===== config.mk =====
export PLATFORM = sky130hd
export DESIGN_NAME = lidar_scan_sequencer_flat
export DESIGN_NICKNAME = d
export VERILOG_FILES = /design/src/rtl/lidar_scan_sequencer_if.sv /design/src/rtl/lidar_scan_sequencer.sv /design/src/flat_wrapper.sv
export SDC_FILE = /design/constraint.sdc
export NUM_CORES = 1
export LEC_CHECK = 0
export CAP_MARGIN = 10
export CORE_AREA = 5 5 79 81
export CTS_CLUSTER_SIZE = 28
export DETAILED_ROUTE_END_ITERATION = 6
export DIE_AREA = 0 0 84 86
export GPL_TIMING_DRIVEN = 0
export MAX_ROUTING_LAYER = met4
export PLACE_DENSITY = 0.95
export SLEW_MARGIN = 30
export SYNTH_ARGS = -nofsm -noshare
export SYNTH_HDL_FRONTEND = slang
export SYNTH_SLANG_ARGS = --single-unit

===== constraint.sdc =====
create_clock -name clk -period 5.1 [get_ports clk]
set_input_delay 1.275 -clock clk [delete_from_list [all_inputs] [get_ports clk]]
set_output_delay 1.275 -clock clk [all_outputs]
set_load 0.01 [all_outputs]

===== src/rtl/lidar_scan_sequencer_if.sv =====
// -----------------------------------------------------------------------------
// lidar_scan_sequencer_if
//   Byte-level link between the LiDAR scan sequencer and the board UART blocks.
//   One shared TX front-end (steered by tx_sel) and two RX byte streams.
//
//   tx_data  [7:0]  byte to transmit                        (sequencer -> UART TX)
//   tx_sel          0 = LiDAR_TX_1, 1 = LiDAR_TX_2           (sequencer -> UART TX)
//   tx_trmt         1-cycle pulse: start sending tx_data     (sequencer -> UART TX)
//   tx_done         1-cycle pulse: byte finished             (UART TX -> sequencer)
//   rx_rdy   [1:0]  per-channel 1-cycle byte-valid pulse     (UART RX -> sequencer)
//   rx_data1 [7:0]  byte from LiDAR_RX_1                     (UART RX -> sequencer)
//   rx_data2 [7:0]  byte from LiDAR_RX_2                     (UART RX -> sequencer)
//
//   master: the sequencer side.  slave: the UART / LiDAR side.
// -----------------------------------------------------------------------------
interface lidar_scan_sequencer_if;
  logic [7:0] tx_data;
  logic       tx_sel;
  logic       tx_trmt;
  logic       tx_done;
  logic [1:0] rx_rdy;
  logic [7:0] rx_data1;
  logic [7:0] rx_data2;

  modport master (
    output tx_data, tx_sel, tx_trmt,
    input  tx_done, rx_rdy, rx_data1, rx_data2
  );

  modport slave (
    input  tx_data, tx_sel, tx_trmt,
    output tx_done, rx_rdy, rx_data1, rx_data2
  );
endinterface


===== src/rtl/lidar_scan_sequencer.sv =====
// -----------------------------------------------------------------------------
// lidar_scan_sequencer
//   Brings up and shuts down the two RPLIDAR units. For each channel it sends
//   STOP (A5 25), waits a settle time, sends SCAN (A5 20) and then looks for the
//   7-byte scan response descriptor (A5 5A 05 00 00 40 81) on that channel's RX.
//   A missing descriptor is retried up to MAX_RETRY attempts, after which the
//   channel is flagged as faulted. A stop request shuts both units down.
//
//   clk       system clock
//   rst_n     asynchronous active-low reset
//   start     1-cycle pulse: begin bring-up (honoured only in IDLE)
//   stop      1-cycle pulse: abort / shut down (honoured in busy states and RUN)
//   lidar     master side of the UART byte link (see lidar_scan_sequencer_if)
//   busy      sequence in progress (any state except IDLE and RUN)
//   scanning  bit ch set: channel ch returned a valid descriptor
//   fault     bit ch set: channel ch exhausted its descriptor attempts
// -----------------------------------------------------------------------------
module lidar_scan_sequencer #(
  parameter int SETTLE_CYCLES  = 100_000,
  parameter int TIMEOUT_CYCLES = 5_000_000,
  parameter int MAX_RETRY      = 3
) (
  input  logic                  clk,
  input  logic                  rst_n,
  input  logic                  start,
  input  logic                  stop,
  lidar_scan_sequencer_if.master lidar,
  output logic                  busy,
  output logic [1:0]            scanning,
  output logic [1:0]            fault
);

  localparam logic [2:0] S_IDLE      = 3'd0;
  localparam logic [2:0] S_TX_STOP   = 3'd1;
  localparam logic [2:0] S_SETTLE    = 3'd2;
  localparam logic [2:0] S_TX_SCAN   = 3'd3;
  localparam logic [2:0] S_WAIT_DESC = 3'd4;
  localparam logic [2:0] S_NEXT_CH   = 3'd5;
  localparam logic [2:0] S_RUN       = 3'd6;
  localparam logic [2:0] S_SHUTDOWN  = 3'd7;

  localparam logic [22:0] SETTLE_LAST  = 23'(SETTLE_CYCLES - 1);
  localparam logic [22:0] TIMEOUT_LAST = 23'(TIMEOUT_CYCLES - 1);

  function automatic logic [7:0] desc_byte(input logic [2:0] idx);
    case (idx)
      3'd0:    return 8'hA5;
      3'd1:    return 8'h5A;
      3'd2:    return 8'h05;
      3'd3:    return 8'h00;
      3'd4:    return 8'h00;
      3'd5:    return 8'h40;
      3'd6:    return 8'h81;
      default: return 8'h00;
    endcase
  endfunction

  function automatic logic [22:0] sat_inc(input logic [22:0] v);
    return (&v) ? v : v + 23'd1;
  endfunction

  logic [2:0]  state_q,    state_d;
  logic        ch_q,       ch_d;
  logic [1:0]  retry_q,    retry_d;
  logic [2:0]  idx_q,      idx_d;
  logic [22:0] timer_q,    timer_d;
  logic        second_q,   second_d;   // byte in flight is the 2nd of its command
  logic        wait_q,     wait_d;     // a byte is in flight, waiting for tx_done
  logic        abort_q,    abort_d;    // stop seen while a byte was in flight
  logic [1:0]  scanning_q, scanning_d;
  logic [1:0]  fault_q,    fault_d;
  logic        trmt_q,     trmt_d;
  logic [7:0]  data_q,     data_d;
  logic        sel_q,      sel_d;

  logic        tx_fin;
  logic        rx_hit;
  logic [7:0]  rx_byte;
  logic [2:0]  idx_nxt;
  logic        launch;     // send first byte (A5) of a new command
  logic        launch_ch;
  logic        send2;      // send second byte of the current command
  logic        shut;       // enter SHUTDOWN

  assign tx_fin  = wait_q & lidar.tx_done;
  assign rx_hit  = lidar.rx_rdy[ch_q];
  assign rx_byte = ch_q ? lidar.rx_data2 : lidar.rx_data1;

  always_comb begin
    state_d    = state_q;
    ch_d       = ch_q;
    retry_d    = retry_q;
    idx_d      = idx_q;
    timer_d    = timer_q;
    second_d   = second_q;
    wait_d     = wait_q;
    abort_d    = abort_q;
    scanning_d = scanning_q;
    fault_d    = fault_q;
    trmt_d     = 1'b0;
    data_d     = data_q;
    sel_d      = sel_q;
    launch     = 1'b0;
    launch_ch  = ch_q;
    send2      = 1'b0;
    shut       = 1'b0;

    // Descriptor matcher: a mismatching A5 may itself be the start of a new
    // descriptor, so it restarts the match at index 1 rather than 0.
    idx_nxt = idx_q;
    if (rx_hit) begin
      if (rx_byte == desc_byte(idx_q)) idx_nxt = idx_q + 3'd1;
      else if (rx_byte == 8'hA5)       idx_nxt = 3'd1;
      else                             idx_nxt = 3'd0;
    end

    case (state_q)
      S_IDLE: begin
        if (start) begin
          scanning_d = 2'b00;
          fault_d    = 2'b00;
          ch_d       = 1'b0;
          retry_d    = 2'd0;
          state_d    = S_TX_STOP;
          launch     = 1'b1;
          launch_ch  = 1'b0;
        end
      end

      S_TX_STOP, S_TX_SCAN: begin
        if (tx_fin) begin
          wait_d = 1'b0;
          if (abort_q || stop) begin
            shut = 1'b1;
          end else if (!second_q) begin
            send2 = 1'b1;
          end else if (state_q == S_TX_STOP) begin
            state_d = S_SETTLE;
            timer_d = 23'd0;
          end else begin
            state_d = S_WAIT_DESC;
            timer_d = 23'd0;
            idx_d   = 3'd0;
          end
        end else if (stop) begin
          // Let the in-flight byte finish before shutting down.
          if (wait_q) abort_d = 1'b1;
          else        shut    = 1'b1;
        end
      end

      S_SETTLE: begin
        if (stop) begin
          shut = 1'b1;
        end else if (timer_q == SETTLE_LAST) begin
          state_d = S_TX_SCAN;
          launch  = 1'b1;
        end else begin
          timer_d = sat_inc(timer_q);
        end
      end

      S_WAIT_DESC: begin
        if (stop) begin
          shut = 1'b1;
        end else if (rx_hit && idx_nxt == 3'd7) begin
          // A completing byte takes priority over a simultaneous timeout.
          idx_d            = idx_nxt;
          scanning_d[ch_q] = 1'b1;
          state_d          = S_NEXT_CH;
        end else if (timer_q == TIMEOUT_LAST) begin
          retry_d = retry_q + 2'd1;
          if ((int'(retry_q) + 1) < MAX_RETRY) begin
            state_d = S_TX_STOP;
            launch  = 1'b1;
          end else begin
            fault_d[ch_q] = 1'b1;
            state_d       = S_NEXT_CH;
          end
        end else begin
          idx_d   = idx_nxt;
          timer_d = sat_inc(timer_q);
        end
      end

      S_NEXT_CH: begin
        if (stop) begin
          shut = 1'b1;
        end else if (!ch_q) begin
          ch_d      = 1'b1;
          retry_d   = 2'd0;
          state_d   = S_TX_STOP;
          launch    = 1'b1;
          launch_ch = 1'b1;
        end else begin
          state_d = S_RUN;
        end
      end

      S_RUN: begin
        if (stop) shut = 1'b1;
      end

      S_SHUTDOWN: begin
        // STOP to channel 0, then channel 1; start/stop are ignored here.
        if (tx_fin) begin
          wait_d = 1'b0;
          if (!second_q) begin
            send2 = 1'b1;
          end else if (!ch_q) begin
            ch_d      = 1'b1;
            launch    = 1'b1;
            launch_ch = 1'b1;
          end else begin
            scanning_d = 2'b00;
            ch_d       = 1'b0;
            state_d    = S_IDLE;
          end
        end
      end

      default: state_d = S_IDLE;
    endcase

    if (shut) begin
      state_d   = S_SHUTDOWN;
      ch_d      = 1'b0;
      abort_d   = 1'b0;
      launch    = 1'b1;
      launch_ch = 1'b0;
    end

    if (launch) begin
      trmt_d   = 1'b1;
      data_d   = 8'hA5;
      sel_d    = launch_ch;
      wait_d   = 1'b1;
      second_d = 1'b0;
    end else if (send2) begin
      trmt_d   = 1'b1;
      data_d   = (state_q == S_TX_SCAN) ? 8'h20 : 8'h25;
      wait_d   = 1'b1;
      second_d = 1'b1;
    end
  end

  always_ff @(posedge clk or negedge rst_n) begin
    if (!rst_n) begin
      state_q    <= S_IDLE;
      ch_q       <= 1'b0;
      retry_q    <= 2'd0;
      idx_q      <= 3'd0;
      timer_q    <= 23'd0;
      second_q   <= 1'b0;
      wait_q     <= 1'b0;
      abort_q    <= 1'b0;
      scanning_q <= 2'b00;
      fault_q    <= 2'b00;
      trmt_q     <= 1'b0;
      data_q     <= 8'h00;
      sel_q      <= 1'b0;
    end else begin
      state_q    <= state_d;
      ch_q       <= ch_d;
      retry_q    <= retry_d;
      idx_q      <= idx_d;
      timer_q    <= timer_d;
      second_q   <= second_d;
      wait_q     <= wait_d;
      abort_q    <= abort_d;
      scanning_q <= scanning_d;
      fault_q    <= fault_d;
      trmt_q     <= trmt_d;
      data_q     <= data_d;
      sel_q      <= sel_d;
    end
  end

  assign lidar.tx_trmt = trmt_q;
  assign lidar.tx_data = data_q;
  assign lidar.tx_sel  = sel_q;
  assign busy          = (state_q != S_IDLE) && (state_q != S_RUN);
  assign scanning      = scanning_q;
  assign fault         = fault_q;

endmodule


===== src/flat_wrapper.sv =====
// flat-port wrapper written by rule: the top's interface ports become plain ports
module lidar_scan_sequencer_flat 
#(
  parameter int SETTLE_CYCLES  = 100_000,
  parameter int TIMEOUT_CYCLES = 5_000_000,
  parameter int MAX_RETRY      = 3
)
  (clk, rst_n, start, stop, busy, scanning, fault, lidar_tx_data, lidar_tx_sel, lidar_tx_trmt, lidar_tx_done, lidar_rx_rdy, lidar_rx_data1, lidar_rx_data2);
  lidar_scan_sequencer_if lidar_i ();
  input  logic clk;
  input  logic rst_n;
  input  logic start;
  input  logic stop;
  output logic busy;
  output logic [1:0] scanning;
  output logic [1:0] fault;
  output wire logic [$bits(lidar_i.tx_data)-1:0] lidar_tx_data;
  output wire logic [$bits(lidar_i.tx_sel)-1:0] lidar_tx_sel;
  output wire logic [$bits(lidar_i.tx_trmt)-1:0] lidar_tx_trmt;
  input wire logic [$bits(lidar_i.tx_done)-1:0] lidar_tx_done;
  input wire logic [$bits(lidar_i.rx_rdy)-1:0] lidar_rx_rdy;
  input wire logic [$bits(lidar_i.rx_data1)-1:0] lidar_rx_data1;
  input wire logic [$bits(lidar_i.rx_data2)-1:0] lidar_rx_data2;
  assign lidar_tx_data = lidar_i.tx_data;
  assign lidar_tx_sel = lidar_i.tx_sel;
  assign lidar_tx_trmt = lidar_i.tx_trmt;
  assign lidar_i.tx_done = lidar_tx_done;
  assign lidar_i.rx_rdy = lidar_rx_rdy;
  assign lidar_i.rx_data1 = lidar_rx_data1;
  assign lidar_i.rx_data2 = lidar_rx_data2;
  lidar_scan_sequencer #(.SETTLE_CYCLES(SETTLE_CYCLES), .TIMEOUT_CYCLES(TIMEOUT_CYCLES), .MAX_RETRY(MAX_RETRY)) u_core (.clk(clk), .rst_n(rst_n), .start(start), .stop(stop), .lidar(lidar_i), .busy(busy), .scanning(scanning), .fault(fault));
endmodule

# --- Word-level counts from Yosys, hierarchy flattened ---
# Cells that the tools add are included.
classes:
  n_reduce_logical: 33
  magnitude_cmp: 3
  n_eq_ne: 49
  bitwise: 3
  add_sub_neg: 4
  muxes: 114
ops:
  columns: ["op", "count"]
  rows:
  - ["$mux 23", 9]
  - ["$mux 3", 27]
  - ["$pmux 23 s3", 1]
  - ["$mux 1", 46]
  - ["$pmux 8 s5", 1]
  - ["$lt 32x3->1 const B", 1]
  - ["$mux 8", 4]
  - ["$mux 2", 15]
  - ["$ne 2x2->1 const B", 12]
  - ["$add 23x1->23 const B", 1]
  - ["$eq 23x17->1 const B", 1]
  - ["$eq 23x23->1 const B", 1]
  - ["$reduce_and 23->1", 1]
  - ["$eq 3x3->1 const B", 7]
  - ["$reduce_and 7->1", 3]
  - ["$ne 3x1->1 const B", 6]
  - ["$ne 3x2->1 const B", 6]
  - ["$pmux 3 s6", 1]
  - ["$reduce_bool 3->1", 6]
  - ["$ne 2x1->1 const B", 7]
  - ["$reduce_and 13->1", 1]
  - ["$pmux 2 s3", 2]
  - ["$reduce_bool 2->1", 6]
  - ["$eq 3x2->1 const B", 3]
  - ["other kinds (31)", 38]
totals:
  regBits: 49
  word_cells: 219

# --- Depth between registers and ports, before layout ---
# Gate-level depths: netlist of run 1.
logic_depth:
  depth_word: 14
  ltp_mapped: 11
  ltp_nobuf: 9

# --- Worst setup path after synthesis of run 1 ---
# No wires, ideal clock.
synth_path:
  path_kind: "input to register"
  start: "in lidar_rx_data2[1]"
  end: "reg u_core.sel_q (netlist: u_core.lidar.tx_sel)"
  cell_stages: 8
  setup_ns: 0.125
  required_ns: 4.975
  arrival_time_ns: 2.966
  path_slack_ns: 2.009
  path_cell_list: "or4b_1 o211ai_1 o311a_2 and4_4 nor4_1 nor2b_1 buf_2 mux2_4"
synth_via:
  elab_chain_cells: 11
synth_rtl:
  columns: ["item", "line", "text"]
  rows:
  - ["start, declared", "flat_wrapper.sv:23", "input wire logic [$bits(lidar_i.rx_data2)-1:0] lidar_rx_data2;"]
  - ["$mux 8 (*)", "lidar_scan_sequencer.sv:87", "assign rx_byte = ch_q ? lidar.rx_data2 : lidar.rx_data1;"]
  - ["$eq 8x8->1", "lidar_scan_sequencer.sv:113", "else if (rx_byte == 8'hA5) idx_nxt = 3'd1;"]
  - ["$mux 1", "lidar_scan_sequencer.sv:113", null]
  - ["$mux 3 (*)", "lidar_scan_sequencer.sv:112", "if (rx_byte == desc_byte(idx_q)) idx_nxt = idx_q + 3'd1;"]
  - ["$mux 3 (*)", "lidar_scan_sequencer.sv:111", "if (rx_hit) begin"]
  - ["$eq 3x3->1 (*)", "lidar_scan_sequencer.sv:166", "end else if (rx_hit && idx_nxt == 3'd7) begin"]
  - ["$logic_and 1x1->1 (*)", "lidar_scan_sequencer.sv:166", null]
  - ["$mux 1 (*)", "lidar_scan_sequencer.sv:166", null]
  - ["$mux 1 (*)", "lidar_scan_sequencer.sv:164", "if (stop) begin"]
  - ["$pmux 1 s5 (*)", "lidar_scan_sequencer.sv:117", "case (state_q)"]
  - ["$mux 1 (*)", "lidar_scan_sequencer.sv:225", "if (shut) begin"]
  - ["end signal, assigned", "lidar_scan_sequencer.sv:275", "sel_q <= sel_d;"]
  - ["end, declared", "lidar_scan_sequencer.sv:74", "logic sel_q, sel_d;"]
# Mark *: on every way between the ends. The rest lies on a longest branch, timed or not.
# A chain may end at the register's enable or synchronous reset.

# --- Worst setup path after layout of run 1 ---
layout_path:
  start: "in lidar_tx_done"
  end: "reg u_core.idx_q[0]"
layout_via:
  elab_chain_cells: 3
layout_rtl:
  columns: ["item", "line", "text"]
  rows:
  - ["start, declared", "flat_wrapper.sv:20", "input wire logic [$bits(lidar_i.tx_done)-1:0] lidar_tx_done;"]
  - ["$and 1x1->1", "lidar_scan_sequencer.sv:85", "assign tx_fin = wait_q & lidar.tx_done;"]
  - ["$ne 2x1->1 (no source line)", null, null]
  - ["$reduce_and 7->1 (no source line)", null, null]
  - ["end signal, assigned", "lidar_scan_sequencer.sv:266", "idx_q <= idx_d;"]
  - ["end, declared", "lidar_scan_sequencer.sv:65", "logic [2:0] idx_q, idx_d;"]
# No other way between the ends.

==> metrics.md, run 1 <==
| Metric | Value |
|---|---|
| TritonRoute pass-1 iters | `7` |
| Final setup violation count | `0` |
| CP bufs+invs | `2` |
| Part of the power in the clock network | `19.7%` |
| Clock Tree Buf Depth | `2` |
| Synth-to-Final Area Change | `17.1%` |
| Crit Path Class | `in2reg` |
| Max layer used | `met4` |
| Worst slew margin | `43.7%` |
| Startpoint Class | `primary input` |
| Syn_area_per_cell | `8.33 um2` |
| Pre-CTS setup slack | `1.19 ns` |
| Final Cycle Share | `70.6%` |
| Cts bufs inserted | `5` |
| Initial antenna violation count | `0` |
| First-pass GRT wire length | `14700 um` |
| Core area | `0.00541 mm2` |
| Cell with the most instances after synthesis | `dfrtp_1` |
| Period minus WS final | `3.60 ns` |
| Fill cells | `456` |
| Power Total | `0.00145 W` |
| # resized after CTS | `0` |
| Die Wd | `84 um` |
| Overall Global Routing Usage | `25.4%` |
| Ys flop type | `dfrtp_1` |
| Final hold violation count | `0` |
| Final instance area | `0.00374 mm2` |
| Clk_lat worst skew | `0.30 ns` |
| Post-route setup slack | `1.50 ns` |
| GPL Wtd Cong | `0.984` |
| Post-CTS Setup Repair Bufs | `0` |
| Sequential share of the synthesized area | `34.4%` |
| Power per Cell Area | `387 mW/mm2` |
| Top delay family on crit path | `buffers and inverters` |
| Post-synth EDFFs | `0` |
| Area contributors post-synth | `dfrtp_1 34%, nand2_1 4.7%, a21oi_1 4.2%` |
| CP max FO | `10` |
| Via count | `3248` |
| # hold bufs at CTS | `0` |
| Crit. End Element | `flip-flop` |
| Critical path data arrival time | `3.79 ns` |
| Synth top area share | `34.4%` |
| Num rows | `27` |
| Commonest cells in the netlist | `44 x dfrtp_1, 40 x nand2_1, 28 x nor2_1` |
| WL final | `8660 um` |
| Crit path cell chain | `clkdlybuf4s50_1 > and2_1 > nand2_1 > nor4_1 > clkbuf_1 > a21oi_1 > a31oi_1 > nor2_1 > a311o_1` |
| Drt drc | `0` |
| Fmax | `278 MHz` |
| Routed wl met3 | `508 um` |
| Clk slew on worst S/H paths | `0.09 ns` |
| Slew Viols, Final | `0` |
| Vias/cell | `6.51` |
| Req. time, crit path | `5.29 ns` |
| Antenna Nets Post-Route | `0` |
| H-tree depth | `2` |
| Switching power | `0.000600 W` |
| Post-synthesis cell count | `384` |
| WL/cell | `17.4 um` |
| P_int | `0.000850 W` |
| Largest area contributor in the netlist | `dfrtp_1` |
| Status | `finished, final reports clean` |
| P_leak | `1.51 nW` |
| Share of cells above drive strength 1 | `7.73%` |
| Slew of the pin with the lowest slew margin | `0.835 ns` |
| DRT iter0 DRCs | `222` |
| DP Area | `0.00362 mm2` |
| ANT cells | `0` |
| Layout Utilization | `69.3%` |
| Slowest CP cell | `clkdlybuf4s50_1` |
| # clock sinks | `44` |
| Worst Skew | `0.00644 ns` |
| CTS tree | `done` |
| Hold Crit Class | `reg2reg` |
| Port Buffers | `32` |
| Slowest stage delay, CP | `0.49 ns` |
| Root buffer cell | `clkbuf_8` |
| Switch share | `41.4%` |
| Sequential share of power | `31.1%` |
| WL met2 | `4320 um` |
| Vias in the first global route | `3040` |
| Io pins | `38` |
| Asr flop ratio synth | `100%` |
| Met1 Wirelength | `3730 um` |
| Logic pwr share | `49.2%` |
| GRT overflow | `0` |
| Yosys cell types | `64` |
| RSZ-0062 raised after global routing | `no` |
| Synth warn | `0` |
| Max-cap violations | `0` |
| Initial Util | `59.2%` |
| Post-synthesis cell area | `0.00320 mm2` |
| Die Ht | `86 um` |
| Peak supply drop | `0.268 mV` |
| Pin count of the biggest net entering global routing | `45` |
| Nets | `457` |
| Post-DP HPWL | `6500 um` |
| TNS Setup | `0 ns` |
| Seq cells post-synth | `44` |
| Die ar. | `0.00722 mm2` |
==> cell usage in the layout (no fill, tap or decap), types with 4 or more instances in the layout <==
master and instances:
conb_1 4, nor2_1 28, nand3_1 16, buf_4 8
a31oi_1 4, dfrtp_1 44, a21oi_1 27, o31ai_1 6
nor2b_1 7, nand2_1 40, nand4_1 7, and3_1 5
and4_1 4, clkbuf_1 11, a22oi_1 4, clkdlybuf4s50_1 31
o31a_1 5, nor4_1 5, inv_1 10, mux2i_1 7
nand2b_1 10, or4_1 11, o211ai_1 5, or3_1 17
o21ai_0 23, clkbuf_8 6, nor3_1 14, ha_1 8
==> per-stage QoR <==
| stage | hold WS [ns] | std cells |
|---|---|---|
| floorplan | 0.478 | 387 |
| global placement | 0.454 | 491 |
| detailed placement | 0.467 | 491 |
| CTS | 0.489 | 499 |
| global route | 0.519 | 499 |
| finish | 0.483 | 499 |
==> layout make-up <==
class | instances | area, um2 | share of cell area [%]
Clock buffer | 6 | 82.6 | 2.21
Tap cell | 72 | 90.1 | 2.41
Timing Repair Buffer | 32 | 318 | 8.49
Sequential cell | 44 | 1100 | 29.4
Clock inverter | 2 | 38.8 | 1.04
Multi-Input combinational cell | 311 | 1960 | 52.3
Inverter | 10 | 37.5 | 1.00
Buffer | 22 | 120 | 3.21
==> power by group through the flow <==
| stage | sequential [W] | combinational (W) | clock (W) |
|---|---|---|---|
| CTS | 0.000450 | 0.000704 | 0.000294 |
| finish | 0.000451 | 0.000713 | 0.000286 |
| global placement | 0.000455 | 0.000689 | 0 |
| detailed placement | 0.000457 | 0.000703 | 0 |
| global route | 0.000459 | 0.000786 | 0.000310 |
| floorplan | 0.000451 | 0.000509 | 0 |
==> layer usage <==
| metal | vias up | global-route usage [%] |
|---|---|---|
| met5 | - | - |
| met4 | 0 | 6.29 |
| met3 | 12 | 3.55 |
| met2 | 142 | 44.2 |
| met1 | 1564 | 31.3 |
| li1 | 1530 | - |
==> path summary, 6_finish.rpt <==
| path | depth (start not counted) | slack [ns] | startpoint | to |
|---|---|---|---|---|
| setup / recovery | 9 | 1.50 | lidar_tx_done | u_core.idx_q[0] |
| hold / removal | 2 | 0.48 | u_core.lidar.tx_data[7] | u_core.lidar.tx_data[7] |
| setup reg to reg | 10 | 2.20 | u_core.idx_q[0] | u_core.lidar.tx_sel |
| hold reg to reg | 2 | 0.48 | u_core.lidar.tx_data[7] | u_core.lidar.tx_data[7] |
| max in group asynchronous | 1 | 3.74 | rst_n | u_core.timer_q[9] |
| min in group asynchronous | 1 | 0.96 | rst_n | u_core.retry_q[1] |
==> flip-flops by register name, indices dropped and copies added (netlist names) <==
signal and cells:
u_core.retry_q 2, u_core.state_q 3, u_core.lidar.tx_sel 1, u_core.lidar.tx_trmt 1, u_core.fault 2, u_core.ch_q 1
u_core.scanning 2, u_core.second_q 1, u_core.timer_q 23, u_core.lidar.tx_data 3, u_core.wait_q 1, u_core.idx_q 3
u_core.abort_q 1
==> worst reg2reg max path, cell delays in order, from the launching register on <==
cell and delay (ns):
dfrtp_1 0.45, inv_1 0.13, ha_1 0.42, a21oi_1 0.12, or3_4 0.35, a221oi_4 0.33
and4_4 0.31, nor4_1 0.08, nor2b_1 0.12, buf_2 0.18, mux2_4 0.31
==> cell families (layout without fill, tap and decap cells) <==
family / after synthesis / count (layout) / share of synthesized area (%)
mux: 8 / 8 / 2.66
compound gates: 103 / 103 / 22.0
flops: 44 / 44 / 34.4
simple gates: 185 / 185 / 31.9
buf+inv: 32 / 72 / 4.93
xor+xnor: 3 / 3 / 0.821
other cells: 1 / 4 / 0.117
fa+ha+maj: 8 / 8 / 3.13
(Power assumes the default switching activity.)
==> run 2, diff against run 1 <==
Settings changed: CORE_AREA 5 5 79 81 to 5 5 86 88, DIE_AREA 0 0 84 86 to 0 0 91 93, PLACE_DENSITY 0.95 to 0.86.
Clock period 5.1 ns to 2.9 ns, I/O delays scaled along.
==> run 2 against run 1 <==
Combinational power increased by 85%. Count of clock-buffer cells in the layout is 1 lower. Register-to-register slack got worse by 2.1 ns. Flip-flop and latch count unchanged. Clock skew grew 0.0081 ns. Clock power rose by 130%.
==> metrics.md, run 2 (synthesis results as in run 1) <==
| Metric | Value |
|---|---|
| Status | `finished, final reports clean` |
| TritonRoute pass-1 iters | `5 (-2)` |
| Worst Skew | `0.0145 ns (+0.00810 ns)` |
| H-tree depth | `2 (unchanged)` |
| GPL Wtd Cong | `0.933 (-5.2%)` |
| CP endpoint | `u_core.state_q[2]` |
| Clock Tree Buf Depth | `2 (unchanged)` |
| Pin count of the biggest net entering global routing | `45 (unchanged)` |
| Initial Util | `48.7% (-10 points)` |
| Met3 GRT Util | `4.18% (+0.63 points)` |
| CP max FO | `5 (-5)` |
| Die Ht | `93 um (+8.1%)` |
| Root buffer cell | `clkbuf_8` |
| Die ar. | `0.00846 mm2 (+17%)` |
| First-pass GRT wire length | `14700 um (+0.14%)` |
| Most frequent cells in the layout | `42 x dfrtp_1, 40 x nand2_1, 29 x clkdlybuf4s50_1` |
| Post-route setup slack | `0.0995 ns (-1.40 ns)` |
| Io pins | `38 (unchanged)` |
| Logic pwr share | `47.3% (-1.9 points)` |
| Slew of the pin with the lowest slew margin | `0.847 ns (+0.0124 ns)` |
| Switch share | `38.4% (-3.0 points)` |
| Vias/cell | `6.28 (-3.5%)` |
| Startpoint Class | `primary input` |
| Slew Viols, Final | `0 (unchanged)` |
| Overall Global Routing Usage | `21.1% (-4.3 points)` |
| Drt drc | `0 (unchanged)` |
| Largest reg by FF count | `u_core.timer_q` |
| Crit. End Element | `flip-flop` |
| Crit path cell chain | `clkdlybuf4s50_1 > or4_1 > o211ai_1 > o311a_2 > and4_4 > buf_4 > nor3_1 > a2111oi_0 > a21oi_1` |
| R2R setup slack | `0.13 ns (-2.07 ns)` |
| Share of cells above drive strength 1 | `11.3% (+3.6 points)` |
| Num rows | `30 (+11%)` |
| Pre-CTS setup slack | `-0.368 ns (-1.55 ns)` |
| Reg2reg end | `u_core.state_q[2]` |
| Clk_lat worst skew | `0.30 ns (about the same)` |
| Die Wd | `91 um (+8.3%)` |
| Slowest CP cell | `or4_1` |
| ANT cells | `0 (unchanged)` |
| # hold bufs at CTS | `0 (unchanged)` |
| Final Cycle Share | `96.6%` |
| Crit Path Class | `in2reg` |
| Post-DP HPWL | `6300 um (-3.1%)` |
| Worst hold slack | `0.415 ns (-0.0680 ns)` |
| GRT overflow | `0 (unchanged)` |
| Switching power | `0.00107 W (+78%)` |
| Met2 Use GR | `34.0% (-10 points)` |
| Part of the power in the clock network | `23.4% (+3.7 points)` |
| Antenna Nets Post-Route | `0 (unchanged)` |
| Req. time, crit path | `3.08 ns (-2.21 ns)` |
| Layer with the highest usage | `met2` |
| Core area | `0.00657 mm2 (+22%)` |
| Met1 usage | `27.4% (-3.9 points)` |
| DRT iter0 DRCs | `195 (-12%)` |
| Nets | `463 (+1.3%)` |
| Period minus WS final | `2.80 ns` |
| P_int | `0.00172 W (+100%)` |
| Synth-to-Final Area Change | `21.5%` |
| Fill cells | `575 (+26%)` |
| Peak supply drop | `0.615 mV (+130%)` |
| Fmax | `357 MHz` |
| Reg2reg path depth | `10 (unchanged)` |
| Power per Cell Area | `717 mW/mm2 (+85%)` |
| Slowest stage delay, CP | `0.55 ns (+0.06 ns)` |
| Cts bufs inserted | `5 (unchanged)` |
| # clock sinks | `44 (unchanged)` |
| Vias in the first global route | `3079 (+1.3%)` |
| WL/cell | `16.8 um (-2.9%)` |
| CTS tree | `done` |
| Final hold violation count | `0 (unchanged)` |
| Clk slew on worst S/H paths | `0.10 ns (about the same)` |
| Via count | `3223 (-0.77%)` |
| Critical path data arrival time | `2.98 ns (-0.81 ns)` |
| P_leak | `1.59 nW (+5.4%)` |
| Commonest non-fill, non-tap cell in the layout | `dfrtp_1` |
| Worst slew margin | `43.1% (-0.68 points)` |
| Max-cap violations | `0 (unchanged)` |
| Crit path from | `lidar_rx_data1[1]` |
| WL final | `8640 um (-0.21%)` |
| Initial antenna violation count | `0 (unchanged)` |
| Hold Crit Class | `in2async` |
| Max FFs per register | `23 (unchanged)` |
| Port Buffers | `32 (unchanged)` |
| Sequential share of power | `29.3% (-1.8 points)` |
| Final setup violation count | `0 (unchanged)` |
| R2R Path Start | `u_core.idx_q[0]` |
-- run 2: changes by cell type in the layout (fill, tap and decap cells not counted), sizes merged --
cell,change
clkdlybuf4s50,-2
clkbuf,-2
clkinv,-1
nand2,+1
buf,+6
bufinv,+2
dlymetal6s2s,+2
-- run 2: critical path, delay by kind of cell --
kind / cells / cell delay, ns
AND/OR/NAND/NOR: 3 / 0.86
AO/OA/AOI/OAI: 4 / 0.84
buffers and inverters: 2 / 0.56
-- run 2: through the flow --
| step | setup TNS [ns] | total power, W | instances | instance area, um2 | util [%] |
|---|---|---|---|---|---|
| floorplan | 0 | 0.00169 | 387 | 3210 | - |
| global placement | -9.26 | 0.00200 | 499 | 3630 | 55.3 |
| detailed placement | -6.55 | 0.00203 | 499 | 3630 | 55.2 |
| CTS | 0 | 0.00268 | 506 | 3790 | 57.6 |
| global route | -0.00516 | 0.00299 | 513 | 3890 | 59.2 |
| finish | 0 | 0.00279 | 513 | 3890 | 59.2 |
-- run 2: cell type report --
class                           instances  area (um2)  share of cell area (%)
Sequential cell                        44        1100                    28.4
Timing Repair Buffer                   38         368                    9.47
Multi-Input combinational cell        312        1990                    51.1
Clock inverter                          3        90.1                    2.32
Inverter                               10        37.5                   0.966
Clock buffer                            5        68.8                    1.77
Tap cell                               80         100                    2.58
Buffer                                 21         133                    3.41
-- run 2: how the worst min path moves through the flow --
stage | to | slack, ns | depth (start not counted)
2_1_floorplan | u_core.abort_q | 0.43 | 0
3_5_place_dp | u_core.lidar.tx_data[5] | 0.46 | 1
6_report | u_core.timer_q[16] | 0.41 | 1
3_3_place_gp | u_core.lidar.tx_data[5] | 0.45 | 1
5_1_grt | u_core.timer_q[16] | 0.44 | 1
4_1_cts | u_core.timer_q[22] | 0.43 | 1
-- run 2: what timing repair did --
action                                  in CTS  in global routing
endpoints found under the setup margin       4                 22
gates cloned                                 0                  1
buffers inserted                             0                  6
resized for setup                            2                 21
pin swaps                                    1                  6
-- run 2: power by group through the flow --
stage	registers [W]	clock network (W)	logic, W
global route	0.000833	0.000692	0.00147
global placement	0.000799	0	0.00120
floorplan	0.000793	0	0.000896
CTS	0.000809	0.000660	0.00121
detailed placement	0.000806	0	0.00123
finish	0.000816	0.000652	0.00132
-- run 2: per-layer routing --
| layer | part of all wire, % | vias up | routed length [um] |
|---|---|---|---|
| li1 | - | 1538 | - |
| met1 | 43 | 1534 | 3690 |
| met2 | 49 | 133 | 4230 |
| met3 | 7.1 | 18 | 611 |
| met4 | 1.3 | 0 | 115 |
| met5 | 0 | - | 0 |
==> run 3, diff against run 2 <==
Settings changed: CORE_AREA 5 5 86 88 to 5 5 102 104, DIE_AREA 0 0 91 93 to 0 0 107 109, PLACE_DENSITY 0.86 to 0.65.
Clock period 2.9 ns to 3.6 ns, I/O delays scaled along.
==> run 3 against run 2 <==
Flip-flop and latch count unchanged. Sequential share of layout area increased by 0.98 points. Critical path type is now reg2out. Via count shrank 1.2%. Global-route usage fell by 5.5 points. Count of clock-buffer cells in the layout increased by 1. Largest power group unchanged.
==> metrics.md, run 3 (synthesis results as in run 1) <==
| Metric | Value |
|---|---|
| Status | `finished, final reports clean` |
| Power per Cell Area | `521 mW/mm2 (-27%)` |
| FF+latch area | `0.00110 mm2 (-0.23%)` |
| Final hold violation count | `0 (unchanged)` |
| Antenna Nets Post-Route | `0 (unchanged)` |
| # hold bufs at CTS | `0 (unchanged)` |
| DRT iter0 DRCs | `204 (+4.6%)` |
| Vias/cell | `5.90 (-6.1%)` |
| # resized after CTS | `0 (-2)` |
| Initial Util | `33.8% (-15 points)` |
| Commonest non-fill, non-tap cell in the layout | `dfrtp_1` |
| Clk_lat worst skew | `0.30 ns (about the same)` |
| Most frequent cells in the layout | `44 x dfrtp_1, 40 x nand2_1, 31 x clkdlybuf4s50_1` |
| Die Wd | `107 um (+18%)` |
| Slowest CP cell | `clkdlybuf4s50_1` |
| Synth-to-Final Area Change | `17.2%` |
| Largest reg by FF count | `u_core.timer_q` |
| Area of the multi-input gates | `0.00195 mm2 (-1.7%)` |
| Fill cells | `991 (+72%)` |
| Port Buffers | `32 (unchanged)` |
| Crit Path Class | `reg2out` |
| ANT cells | `0 (unchanged)` |
| Startpoint Class | `flip-flop` |
| Hold Crit Class | `reg2reg` |
| Worst Skew | `0.00533 ns (-0.00920 ns)` |
| Core area | `0.00946 mm2 (+44%)` |
| Vias in the first global route | `3067 (-0.39%)` |
| Req. time, crit path | `2.70 ns (-0.38 ns)` |
| Worst slew margin | `41.4% (-1.7 points)` |
| Share of cells above drive strength 1 | `7.04% (-4.3 points)` |
| TNS Setup | `0 ns (unchanged)` |
| Cts bufs inserted | `5 (unchanged)` |
| Root buffer cell | `clkbuf_8` |
| Pre-CTS setup slack | `0.180 ns (+0.548 ns)` |
| # clock sinks | `44 (unchanged)` |
| CP max FO | `10 (+5)` |
| Fmax | `315 MHz` |
| P_leak | `1.49 nW (-6.4%)` |
| Max FFs per register | `23 (unchanged)` |
| Hold path depth | `1` |
| CTS tree | `done` |
| Num rows | `36 (+20%)` |
| GPL Wtd Cong | `0.946 (+1.4%)` |
| Clk slew on worst S/H paths | `0.08 ns (-0.02 ns)` |
| Max-cap violations | `0 (unchanged)` |
| WL/cell | `16.2 um (-4.1%)` |
| Slew Viols, Final | `0 (unchanged)` |
| Clock Tree Buf Depth | `2 (unchanged)` |
| Slew of the pin with the lowest slew margin | `0.872 ns (+0.0248 ns)` |
| Top delay family on crit path | `buffers and inverters` |
| CP bufs+invs | `2 (unchanged)` |
| Final Cycle Share | `88.1%` |
| Die ar. | `0.0117 mm2 (+38%)` |
| TritonRoute pass-1 iters | `5 (unchanged)` |
| Period minus WS final | `3.17 ns` |
| Crit path cell chain | `clkbuf_1 > nor2_1 > or3_1 > clkdlybuf4s50_1` |
| Crit. End Element | `primary output` |
| Pin count of the biggest net entering global routing | `45 (unchanged)` |
| Peak supply drop | `0.158 mV (-74%)` |
| Drt drc | `0 (unchanged)` |
| Post-DP HPWL | `6510 um (+3.5%)` |
| Initial antenna violation count | `0 (unchanged)` |
| Post-route setup slack | `0.430 ns (+0.330 ns)` |
| WL final | `8720 um (+0.96%)` |
| Overall Global Routing Usage | `15.6% (-5.5 points)` |
| First-pass GRT wire length | `14700 um (-0.14%)` |
| RSZ-0062 raised after global routing | `no` |
| Via count | `3185 (-1.2%)` |
| Io pins | `38 (unchanged)` |
| Nets | `457 (-1.3%)` |
| Slowest stage delay, CP | `0.50 ns (-0.05 ns)` |
| Die Ht | `109 um (+17%)` |
| Critical path data arrival time | `2.27 ns (-0.71 ns)` |
| Post-CTS Setup Repair Bufs | `0 (unchanged)` |
| Final setup violation count | `0 (unchanged)` |
| GRT overflow | `0 (unchanged)` |
| Reg2reg path depth | `10 (unchanged)` |
| H-tree depth | `2 (unchanged)` |
| CP Depth | `4 (-5)` |
[run 3: changes by cell type in the layout (fill, tap and decap cells not counted), sizes merged]
cell and delta:
buf -6, bufinv -3, clkbuf +2, clkdlybuf4s50 +2, clkinv +1, dlymetal6s2s -2
nand2 -1
[run 3: area by class of cell]
type,instances,share of cell area (%)
multi-input combinational,311,52.1
timing repair buffer,32,8.48
clock inverter,1,0.134
tap,114,3.81
clock buffer,6,1.94
buffer,22,3.20
inverter,10,1.00
sequential,44,29.4
[run 3: path summary, 6_finish.rpt]
path | start | endpoint | slack [ns]
setup / recovery | u_core.state_q[1] | busy | 0.43
hold / removal | u_core.lidar.tx_data[5] | u_core.lidar.tx_data[5] | 0.48
setup reg to reg | u_core.idx_q[0] | u_core.timer_q[21] | 0.65
hold reg to reg | u_core.lidar.tx_data[5] | u_core.lidar.tx_data[5] | 0.48
max in group asynchronous | rst_n | u_core.scanning[0] | 2.62
min in group asynchronous | rst_n | u_core.timer_q[0] | 0.60
[run 3: layer usage]
layer	GRT usage, %	share of wire [%]
met1	19.5	44
met2	26.2	47
met3	2.90	7.4
met4	4.29	1.5
met5	-	0
[run 3: worst reg2reg max path, stage by stage (launching register included)]
cell	delay, ns
dfrtp_1	0.45
inv_1	0.12
ha_1	0.41
a21oi_1	0.12
or3_4	0.35
a221oi_4	0.34
nand4_1	0.20
nand2_2	0.23
clkbuf_1	0.36
or3_1	0.17
a21oi_1	0.06
[run 3: where the power goes]
group          internal, W  switching [W]  total (W)  leakage [nW]
Combinational     0.000410       0.000606    0.00102         0.874
Sequential        0.000566      0.0000740   0.000640         0.578
Clock             0.000132       0.000164   0.000296        0.0410
Total              0.00111       0.000844    0.00195          1.49
[run 3: stage by stage]
stage | util [%] | cells | power (W) | cell area (um2) | hold WS [ns]
finish | 39.6 | 540 | 0.00195 | 3750 | 0.477
global route | 39.6 | 540 | 0.00210 | 3750 | 0.512
CTS | 39.6 | 540 | 0.00195 | 3750 | 0.488
detailed placement | 38.8 | 533 | 0.00165 | 3670 | 0.467
global placement | 38.8 | 533 | 0.00162 | 3670 | 0.455
floorplan | - | 387 | 0.00136 | 3210 | 0.478
